### config.mk
export PLATFORM = sky130hd
export DESIGN_NAME = uart_tx_frame
export DESIGN_NICKNAME = d
export VERILOG_FILES = /design/src/rtl/uart_tx_frame.sv
export SDC_FILE = /design/constraint.sdc
export NUM_CORES = 1
export LEC_CHECK = 0
export BUFFER_PORTS_ARGS = -buffer_cell sky130_fd_sc_hd__buf_2
export CAP_MARGIN = 20
export CELL_PAD_IN_SITES_DETAIL_PLACEMENT = 1
export CELL_PAD_IN_SITES_GLOBAL_PLACEMENT = 1
export CORE_AREA = 4 4 59 61
export DETAILED_ROUTE_END_ITERATION = 16
export DIE_AREA = 0 0 63 65
export PLACE_DENSITY_LB_ADDON = 0.1
export RECOVER_POWER = 25
export SETUP_SLACK_MARGIN = 0.05
export SLEW_MARGIN = 20
export SYNTH_ARGS = -nofsm -noshare
export SYNTH_HDL_FRONTEND = slang
export SYNTH_SLANG_ARGS = --single-unit
### constraint.sdc
create_clock -name clk -period 2.4 [get_ports clk]
set_input_delay 0.12 -clock clk [delete_from_list [all_inputs] [get_ports clk]]
set_output_delay 0.12 -clock clk [all_outputs]
set_load 0.05 [all_outputs]
### src/rtl/uart_tx_frame.sv
// Parametrised UART transmitter: start bit, DATA_BITS data bits LSB first, optional parity, 1-2 stop bits.
// Every bit is held for CLKS_PER_BIT clocks. A valid/ready handshake accepts one word per frame.
module uart_tx_frame #(
  parameter int CLKS_PER_BIT = 16,
  parameter int DATA_BITS    = 8,
  parameter int PARITY       = 0,
  parameter int STOP_BITS    = 1
) (
  input  logic                 clk,
  input  logic                 rst,
  input  logic                 in_valid,
  output logic                 in_ready,
  input  logic [DATA_BITS-1:0] in_data,
  output logic                 busy,
  output logic                 done,
  output logic                 tx
);

  if (CLKS_PER_BIT < 1 || DATA_BITS < 5 || DATA_BITS > 9 || PARITY < 0 || PARITY > 2 ||
      (STOP_BITS != 1 && STOP_BITS != 2)) begin : g_bad_param
    $error("uart_tx_frame: illegal parameter combination");
  end

  localparam int CW = $clog2(CLKS_PER_BIT) + 1;
  localparam int BW = 4;
  localparam logic [CW-1:0] BAUD_LAST = CW'(CLKS_PER_BIT - 1);
  localparam logic [BW-1:0] DATA_LAST = BW'(DATA_BITS - 1);
  localparam logic [BW-1:0] STOP_LAST = BW'(STOP_BITS - 1);

  typedef enum logic [2:0] {
    IDLE,
    START,
    DATA,
    PAR,
    STOP
  } state_t;

  state_t                 state;
  logic [CW-1:0]          baud;
  logic [BW-1:0]          bit_idx;
  logic [DATA_BITS-1:0]   shreg;
  logic                   par_bit;
  logic                   baud_end;
  logic                   accept;

  // Odd mode makes the total number of ones (data plus parity) odd.
  function automatic logic parity_of(input logic [DATA_BITS-1:0] w);
    return (PARITY == 1) ? ~^w : ^w;
  endfunction

  assign in_ready = (state == IDLE) && !rst;
  assign accept   = in_valid && in_ready;
  assign baud_end = (baud == BAUD_LAST);

  // Datapath: word and its parity captured at transfer, shifted once per data bit period.
  always_ff @(posedge clk) begin
    if (state == IDLE && in_valid) begin
      shreg   <= in_data;
      par_bit <= parity_of(in_data);
    end else if (state == DATA && baud_end) begin
      shreg <= shreg >> 1;
    end
  end

  // Control: frame sequencer with registered line and status outputs.
  always_ff @(posedge clk) begin
    if (rst) begin
      state   <= IDLE;
      baud    <= '0;
      bit_idx <= '0;
      tx      <= 1'b1;
      busy    <= 1'b0;
      done    <= 1'b0;
    end else begin
      done <= 1'b0;
      case (state)
        IDLE: begin
          if (accept) begin
            state   <= START;
            baud    <= '0;
            bit_idx <= '0;
            tx      <= 1'b0;
            busy    <= 1'b1;
          end
        end
        START: begin
          if (baud_end) begin
            baud  <= '0;
            state <= DATA;
            tx    <= shreg[0];
          end else begin
            baud <= baud + 1'b1;
          end
        end
        DATA: begin
          if (baud_end) begin
            baud <= '0;
            if (bit_idx == DATA_LAST) begin
              bit_idx <= '0;
              if (PARITY != 0) begin
                state <= PAR;
                tx    <= par_bit;
              end else begin
                state <= STOP;
                tx    <= 1'b1;
              end
            end else begin
              bit_idx <= bit_idx + 1'b1;
              tx      <= shreg[1];
            end
          end else begin
            baud <= baud + 1'b1;
          end
        end
        PAR: begin
          if (baud_end) begin
            baud    <= '0;
            bit_idx <= '0;
            state   <= STOP;
            tx      <= 1'b1;
          end else begin
            baud <= baud + 1'b1;
          end
        end
        STOP: begin
          if (baud_end) begin
            baud <= '0;
            if (bit_idx == STOP_LAST) begin
              bit_idx <= '0;
              state   <= IDLE;
              tx      <= 1'b1;
              busy    <= 1'b0;
              done    <= 1'b1;
            end else begin
              bit_idx <= bit_idx + 1'b1;
            end
          end else begin
            baud <= baud + 1'b1;
          end
        end
        default: begin
          state   <= IDLE;
          baud    <= '0;
          bit_idx <= '0;
          tx      <= 1'b1;
          busy    <= 1'b0;
        end
      endcase
    end
  end

endmodule

# Word-level counts from Yosys, hierarchy flattened
# Index checks and enable logic that the tools add are counted.
totals:
  ff_bits: 23
  wordCells: 74
op_classes:
  addsub: 2
  n_eq_ne: 13
  n_mux: 33
  n_bitwise: 4
  reduce_logical: 15
op_table:
  columns: ["operator", "n"]
  rows:
  - ["4-bit 2-to-1 mux", 6]
  - ["3-bit 2-to-1 mux", 7]
  - ["4-bit one-hot mux with 5 select lines", 1]
  - ["8-bit 2-to-1 mux", 2]
  - ["3-bit one-hot mux with 5 select lines", 1]
  - ["2-bit inequality test (second input constant)", 6]
  - ["1-bit 2-to-1 mux", 11]
  - ["5-bit 2-to-1 mux", 2]
  - ["5-bit one-hot mux with 2 select lines", 1]
  - ["7-bit AND reduction", 1]
  - ["3-bit by 2-bit equality test with 1-bit output (second input constant)", 2]
  - ["6-bit AND reduction", 1]
  - ["3-bit OR reduction", 2]
  - ["5-bit by 1-bit adder with 5-bit output (second input constant)", 1]
  - ["5-bit by 4-bit equality test with 1-bit output (second input constant)", 1]
  - ["1-bit one-hot mux with 5 select lines", 1]
  - ["5-bit AND reduction", 1]
  - ["4-bit by 1-bit adder with 4-bit output (second input constant)", 1]
  - ["4-bit by 3-bit equality test with 1-bit output (second input constant)", 1]
  - ["1-bit logical AND", 4]
  - ["4-bit logical NOT", 1]
  - ["1-bit inverter", 4]
  - ["4-bit AND reduction", 1]
  - ["4-bit OR reduction", 1]
  - ["other kinds (7)", 7]

# Longest topological paths before layout
# Gate-level depths: netlist of the first run.
depth:
  word_depth: 5
  ltp_mapped: 6

# Least setup slack after synthesis of the first run
# Ideal clock, no wire load.
synth_timing:
  path_kind: "reg-to-reg"
  startpoint: "register baud[0]"
  endpoint: "register shreg[0], enable pin"
  setup_ns: 0.383
  t_arrival_ns: 1.537
  required_time_ns: 2.017
  slack_ns: 0.480
  stages_incl_launch_ff: 6
  synth_period_minus_slack_ns: 1.920
  cell_sequence: "dfxtp_1 ha_1 and4b_1 buf_6 mux2i_1 nor3_1"
synth_between:
  elab_chain_len: 3
synth_rtl:
  columns: ["item", "line", "source"]
  rows:
  - ["start: declaration", "39", "logic [CW-1:0] baud;"]
  - ["start signal: assignment", "92", "baud <= baud + 1'b1;"]
  - ["start signal: assignment", "112", "baud <= baud + 1'b1;"]
  - ["start signal: assignment", "122", "baud <= baud + 1'b1;"]
  - ["5-bit by 4-bit equality test with 1-bit output", "53", "assign baud_end = (baud == BAUD_LAST);"]
  - ["1-bit logical AND", "60", "end else if (state == DATA && baud_end) begin"]
  - ["2-bit nonzero test (no line)", null, null]
  - ["end signal: assignment", "58", "shreg <= in_data;"]
  - ["end signal: assignment", "61", "shreg <= shreg >> 1;"]
  - ["end: declaration", "41", "logic [DATA_BITS-1:0] shreg;"]
# No other way between the ends.
# A chain may end at the register's enable or synchronous reset.

# Worst setup path after layout of the first run
layout_timing:
  startpoint: "register baud[0]"
  endpoint: "register state[1]"
layout_between:
  elab_chain_len: 3
  word_cells_on_any_way: 6
layout_rtl:
  columns: ["item", "line", "source"]
  rows:
  - ["5-bit by 4-bit equality test with 1-bit output (*)", "53", null]
  - ["2-bit inequality test (no line)", null, null]
  - ["7-bit AND reduction (no line) (*)", null, null]
  - ["end signal: assignment", "68", "state <= IDLE;"]
  - ["end signal: assignment", "79", "state <= START;"]
  - ["end signal: assignment", "89", "state <= DATA;"]
  - ["end: declaration", "38", "state_t state;"]
# Mark *: on every way between the ends. The rest lies on a longest branch, timed or not.

==> run_results.csv, run 1 <==
group,metric,value,unit
detailed_routing,drt-initial-drc-count,36,
yosys,synthMostInstantiatedCell,"dfxtp_1",
die,dieArea,4100,um2
global_route,grt_overflow_total,0,
setup_path,cp-endpoint,"state[1]",
clock_network,clk_pin_slew,0.13,ns
setup_path,critPathSlowestCell,"or4b_1",
cells_and_area,fin_cells,171,
die,fp.dieW,63,um
yosys,ys_ff_latch,23,
sta,relSlewSlack,56.2,%
detailed_routing,dr.pass1.iters,3,
detailed_routing,post_drt_wl_per_cell,14.8,um
detailed_routing,ant_nets,0,
cells_and_area,multiInputGateArea,619,um2
global_route,grt_pass1_vias,956,
setup_path,cp_cell_sequence,"ha_1 > and4b_1 > o22ai_1 > or4b_1 > a21oi_1",
cells_and_area,drive_gt1_share,21.7,%
yosys,syn_avg_cell_area,9.84,um2
clock_network,ctsHoldBuffers,0,
yosys,syn_inst,126,
clock_network,cts_buffer_depth,2,
yosys,synth_top_area_share,24.2,%
placement,place_congestion,0.810,
clock_network,cts_setup_buffers,0,
outcome,status,"finished, final reports clean",
detailed_routing,wl_met1,1230,um
yosys,synth_fp_nets,140,
yosys,synth.distinct_cells,45,
setup_path,startpoint_type,"register",
cells_and_area,fill_cells,355,
clock_network,clock-sinks,23,
sta,maxSlewViolCount,0,
yosys,syn-cell-area,1240,um2
setup_path,cp_max_fo,8,
setup_path,r2r_start,"baud[0]",
setup_path,ff2ff_setup_slack,0.44,ns
cells_and_area,final_nets,153,
setup_path,cp.arrival,2.23,ns
setup_path,path_depth,5,
sta,fin_crit,1.96,ns
global_route,grtUsageTotal,13.7,%
die,core.rowCount,20,
worst_hold_path,hold_class,"in -> reg",
setup_path,cpPeakStageDelay,0.50,ns
detailed_routing,route.met3.wl,71,um
sta,worst_pin_slew,0.653,ns
die,core,2980,um2
sta,period_share,81.8,%
clock_network,cts-root-buf,"clkbuf_4",
die,ios,15,
power_and_ir_drop,p_per_area,627,nW/um2
power_and_ir_drop,p_leak,0.492,nW
sta,hold_viol,0,
setup_path,cp_num_buf_inv,0,
sta,clock_skew,0.00433,ns
setup_path,crit_family,"simple AND/OR/NAND/NOR gates",
sta,fin_tns_setup,0,ns
flow_run,maxCapViolations,0,
cells_and_area,regArea,541,um2
setup_path,r2r_end,"state[1]",
detailed_routing,wl,2530,um
cells_and_area,area_growth,7.16,%
detailed_routing,vias,984,
detailed_routing,drc_errors,0,
global_route,antenna_found_initial,0,
yosys,synth_top_area_cell,"dfxtp_1",
detailed_routing,dr.max_layer_used,"met4",
cells_and_area,antenna_cells,0,
clock_network,htreeDepth,1,
setup_path,reg2regPathDepth,5,
sta,setup_violations,0,
placement,port_buffers,14,
yosys,synthArstFlopShare,0,%
yosys,ys.warnings.count,0,
yosys,synth_edf_count,8,
setup_path,startpoint,"baud[0]",
global_route,grt_pass1_wl,4440,um
detailed_routing,viasPerCell,5.75,
placement,dp_hpwl,1910,um
setup_path,criticalPathCategory,"reg -> reg",
setup_path,end_kind,"register",
clock_network,numCtsBuffers,3,
yosys,ys_top_cells_by_count,"15 x dfxtp_1, 12 x nor2_1, 8 x edfxtp_1",
sta,rsz0062_at_grt,"false",
sta,max_freq,0.509,GHz
power_and_ir_drop,ir_drop,0.270,mV
setup_path,cp.required,2.67,ns
die,start_util,41.6,%
detailed_routing,route.met2.wl,1180,um
yosys,synthFlopType,"dfxtp_1",
clock_network,clock_latency,0.32,ns
die,die_h,65,um
clock_network,cts_resized,0,
global_route,grt_max_degree,19,
clock_network,cts_tree,"done",
yosys,synthTopCellsByArea,"dfxtp_1 24%, edfxtp_1 19%, mux2_2 6.4%",
placement,placed_cells,167,
yosys,ys_seq_area_share,43.6,%
==> state kept, by name, indices dropped and copies added (netlist names) <==
register  cells
busy          1
bit_idx       4
done          1
baud          5
tx            1
shreg         8
state         3
==> worst min path at each step <==
stage | startpoint | end | slack [ns] | cells past startpoint
floorplan | in_data[1] | shreg[1] | 0.34 | 1
global placement | in_data[6] | shreg[6] | 0.42 | 2
detailed placement | in_data[0] | shreg[0] | 0.43 | 2
CTS | in_data[2] | shreg[2] | 0.08 | 2
global route | in_data[2] | shreg[2] | 0.08 | 2
finish | in_data[0] | shreg[0] | 0.09 | 2
==> area by class of cell <==
| type | count | area share [%] |
|---|---|---|
| multi-input combinational | 90 | 46.6 |
| clock inverter | 1 | 0.377 |
| inverter | 5 | 1.41 |
| clock buffer | 3 | 1.69 |
| timing repair buffer | 16 | 6.12 |
| tap | 33 | 3.11 |
| sequential | 23 | 40.7 |
==> layer usage <==
metal,global-route usage (%),up-vias
met2,22.5,11
met5,0,-
met4,7.44,0
met3,2.25,6
li1,-,494
met1,17.1,473
==> cells in the final DEF (no fill, tap or decap), types with 2 or more instances in the layout <==
master,n
buf_2,11
a21oi_1,7
nor3_1,7
o21ai_0,6
o21a_1,2
ha_1,3
clkbuf_1,3
nand3b_1,2
buf_4,2
a31oi_1,2
clkbuf_4,3
o22ai_1,2
nor3b_1,2
nand2b_1,2
dfxtp_1,15
nand4_1,4
edfxtp_1,8
o21bai_1,2
a211oi_1,2
a21o_1,3
mux2_2,7
o31ai_1,2
inv_1,5
nor2_1,12
mux2i_1,2
nand3_1,4
==> where the power goes <==
group | switching (mW) | internal, mW
Combinational | 0.109 | 0.0722
Clock | 0.124 | 0.0625
Sequential | 0.0252 | 0.440
Total | 0.259 | 0.575
==> cells by family (layout without fill, tap and decap cells) <==
family | after synthesis | count (layout) | synth area share [%]
flops | 23 | 23 | 43.6
xor+xnor | 1 | 1 | 0.706
fa+ha+maj | 3 | 3 | 3.03
mux | 9 | 9 | 7.97
compound gates | 33 | 33 | 19.2
simple gates | 44 | 44 | 20.2
buf+inv | 13 | 25 | 5.35
==> per-stage QoR <==
step | worst slack, ns | hold slack, ns | power (mW) | cell area, um2 | utilization, %
after global placement | 0.548 | 0.421 | 0.661 | 1320 | 44.3
final | 0.436 | 0.0924 | 0.834 | 1330 | 44.6
after global routing | 0.313 | 0.0789 | 0.887 | 1330 | 44.6
after detailed placement | 0.501 | 0.432 | 0.666 | 1320 | 44.3
after CTS | 0.465 | 0.0849 | 0.854 | 1350 | 45.2
after floorplan | 0.480 | 0.340 | 0.619 | 1240 | -
Power figures use the tool's default switching activity.
==> inputs of run 2 (changes only) <==
--- a/config.mk
+++ b/config.mk
@@ -9,9 +9,9 @@
 export CAP_MARGIN = 20
 export CELL_PAD_IN_SITES_DETAIL_PLACEMENT = 1
 export CELL_PAD_IN_SITES_GLOBAL_PLACEMENT = 1
-export CORE_AREA = 4 4 59 61
+export CORE_AREA = 4 4 62 64
 export DETAILED_ROUTE_END_ITERATION = 16
-export DIE_AREA = 0 0 63 65
+export DIE_AREA = 0 0 66 68
 export PLACE_DENSITY_LB_ADDON = 0.1
 export RECOVER_POWER = 25
 export SETUP_SLACK_MARGIN = 0.05
==> constraint.sdc (replaced) <==
create_clock -name clk -period 1.7 [get_ports clk]
set_input_delay 0.085 -clock clk [delete_from_list [all_inputs] [get_ports clk]]
set_output_delay 0.085 -clock clk [all_outputs]
set_load 0.05 [all_outputs]
==> run_results.csv, run 2 (synthesis results as in run 1) <==
group,metric,value,unit
outcome,status,"finished, final reports clean",
setup_path,r2r_start,"baud[1]",
die,dieArea,4490,um2
worst_hold_path,hold_class,"in -> reg",
power_and_ir_drop,p_per_area,829,nW/um2
setup_path,criticalPathCategory,"reg -> reg",
clock_network,clock_latency,0.33,ns
sta,clock_skew,0.00403,ns
sta,rsz0062_at_grt,"true",
global_route,antenna_found_initial,0,
clock_network,cts_tree,"done",
clock_network,cts_buffer_depth,2,
power_and_ir_drop,ir_drop,0.400,mV
die,fp.dieW,66,um
worst_hold_path,min_to,"shreg[3]",
placement,placed_cells,189,
detailed_routing,dr.pass1.iters,4,
cells_and_area,drive_gt1_share,39.6,%
cells_and_area,regArea,548,um2
cells_and_area,largest-register,"shreg",
sta,setup_violations,0,
cells_and_area,top_regs,"shreg: 8 flops, baud: 5 flops, bit_idx: 4 flops",
setup_path,end_kind,"register",
detailed_routing,vias,1039,
setup_path,reg2regPathDepth,5,
global_route,grtUsageTotal,14.7,%
die,core,3280,um2
clock_network,clk_pin_slew,0.14,ns
detailed_routing,post_drt_wl_per_cell,15.7,um
cells_and_area,fin_util,47.1,%
cells_and_area,multiInputGateArea,716,um2
global_route,grt_max_degree,15,
sta,relSlewSlack,60.2,%
global_route,grt_pass1_wl,5040,um
worst_hold_path,hold_depth,2,
detailed_routing,drt-initial-drc-count,30,
detailed_routing,dr.max_layer_used,"met4",
detailed_routing,ant_nets,0,
cells_and_area,final_nets,164,
global_route,grt_overflow_total,0,
die,die_h,68,um
cells_and_area,largest_reg_flops,8,
setup_path,ff2ff_setup_slack,0.12,ns
sta,hold_viol,0,
clock_network,numCtsBuffers,3,
clock_network,clock-sinks,23,
global_route,grt_pass1_vias,1097,
power_and_ir_drop,p_leak,0.555,nW
clock_network,cts-root-buf,"clkbuf_4",
cells_and_area,antenna_cells,0,
sta,worst_pin_slew,0.599,ns
placement,port_buffers,14,
cells_and_area,layout_common_cells,"10 x nor2_1, 10 x buf_2, 10 x buf_4",
detailed_routing,route.met2.wl,1510,um
flow_run,maxCapViolations,0,
setup_path,r2r_end,"state[1]",
detailed_routing,route.met3.wl,82,um
die,core.rowCount,21,
die,start_util,37.8,%
cells_and_area,fin_cells,195,
setup_path,startpoint_type,"register",
sta,fin_crit,1.58,ns
sta,max_freq,0.631,GHz
clock_network,htreeDepth,1,
placement,dp_hpwl,2230,um
setup_path,cp.required,1.98,ns
cells_and_area,fill_cells,361,
detailed_routing,wl,3060,um
detailed_routing,viasPerCell,5.33,
setup_path,cp.arrival,1.86,ns
placement,place_congestion,0.770,
worst_hold_path,min_from,"in_data[3]",
die,ios,15,
detailed_routing,wl_met1,1380,um
sta,period_share,93.2,%
setup_path,cp_max_fo,4,
cells_and_area,area_growth,24.8,%
sta,maxSlewViolCount,0,
detailed_routing,drc_errors,0,
## run 2: timing repair
| item | CTS | global route |
|---|---|---|
| cloned | 0 | 0 |
| hold endpoints to repair | 2 | 0 |
| buffers inserted | 1 | 0 |
| hold buffers | 1 | 0 |
| pin swaps | 0 | 5 |
| endpoints found under the setup margin | 14 | 24 |
| gates resized for setup | 5 | 16 |
## run 2: cell type report
type                    count  area share (%)
flip-flops and latches     23            35.4
clock inverters             1           0.485
repair buffers             27            11.5
clock buffers               3            1.46
well taps                  46            3.72
inverters                   5            1.21
multi-input cells          90            46.2
## run 2: worst max-delay path, stage by stage, from the launching register on
cell	delay (ns)
dfxtp_2	0.39
ha_4	0.15
and4b_2	0.29
o22ai_4	0.10
or4b_4	0.49
a21oi_2	0.12
## run 2: metrics by stage
stage	hold slack [ns]	setup WS, ns	TNS (ns)	cell area [um2]	total power, mW
after floorplan	0.305	0.0713	0	1260	0.883
after global placement	0.365	0.0592	0	1430	0.984
after detailed placement	0.364	-0.0601	-0.0732	1430	0.995
after CTS	0.0380	0.0610	0	1490	1.28
after global routing	0.0456	0.0365	0	1550	1.35
final	0.0471	0.116	0	1550	1.28
## run 2: worst max path at each step
stage | start | end | slack (ns) | cells past startpoint
2_1_floorplan | state[1] | shreg[1] | 0.07 | 4
3_3_place_gp | baud[0] | state[1] | 0.06 | 5
3_5_place_dp | baud[0] | state[2] | -0.06 | 6
4_1_cts | state[2] | shreg[6] | 0.06 | 4
5_1_grt | baud[1] | state[1] | 0.04 | 5
6_report | baud[1] | state[1] | 0.12 | 5
## run 2: metal layers
layer	track usage (%)	vias up
met5	0	-
met3	1.97	7
met1	17.4	503
li1	-	517
met2	25.8	12
met4	7.87	0
## run 2: power breakdown
part | internal (mW) | switching (mW)
clock | 0.0903 | 0.185
combinational | 0.156 | 0.197
sequential | 0.624 | 0.0297
total | 0.871 | 0.412
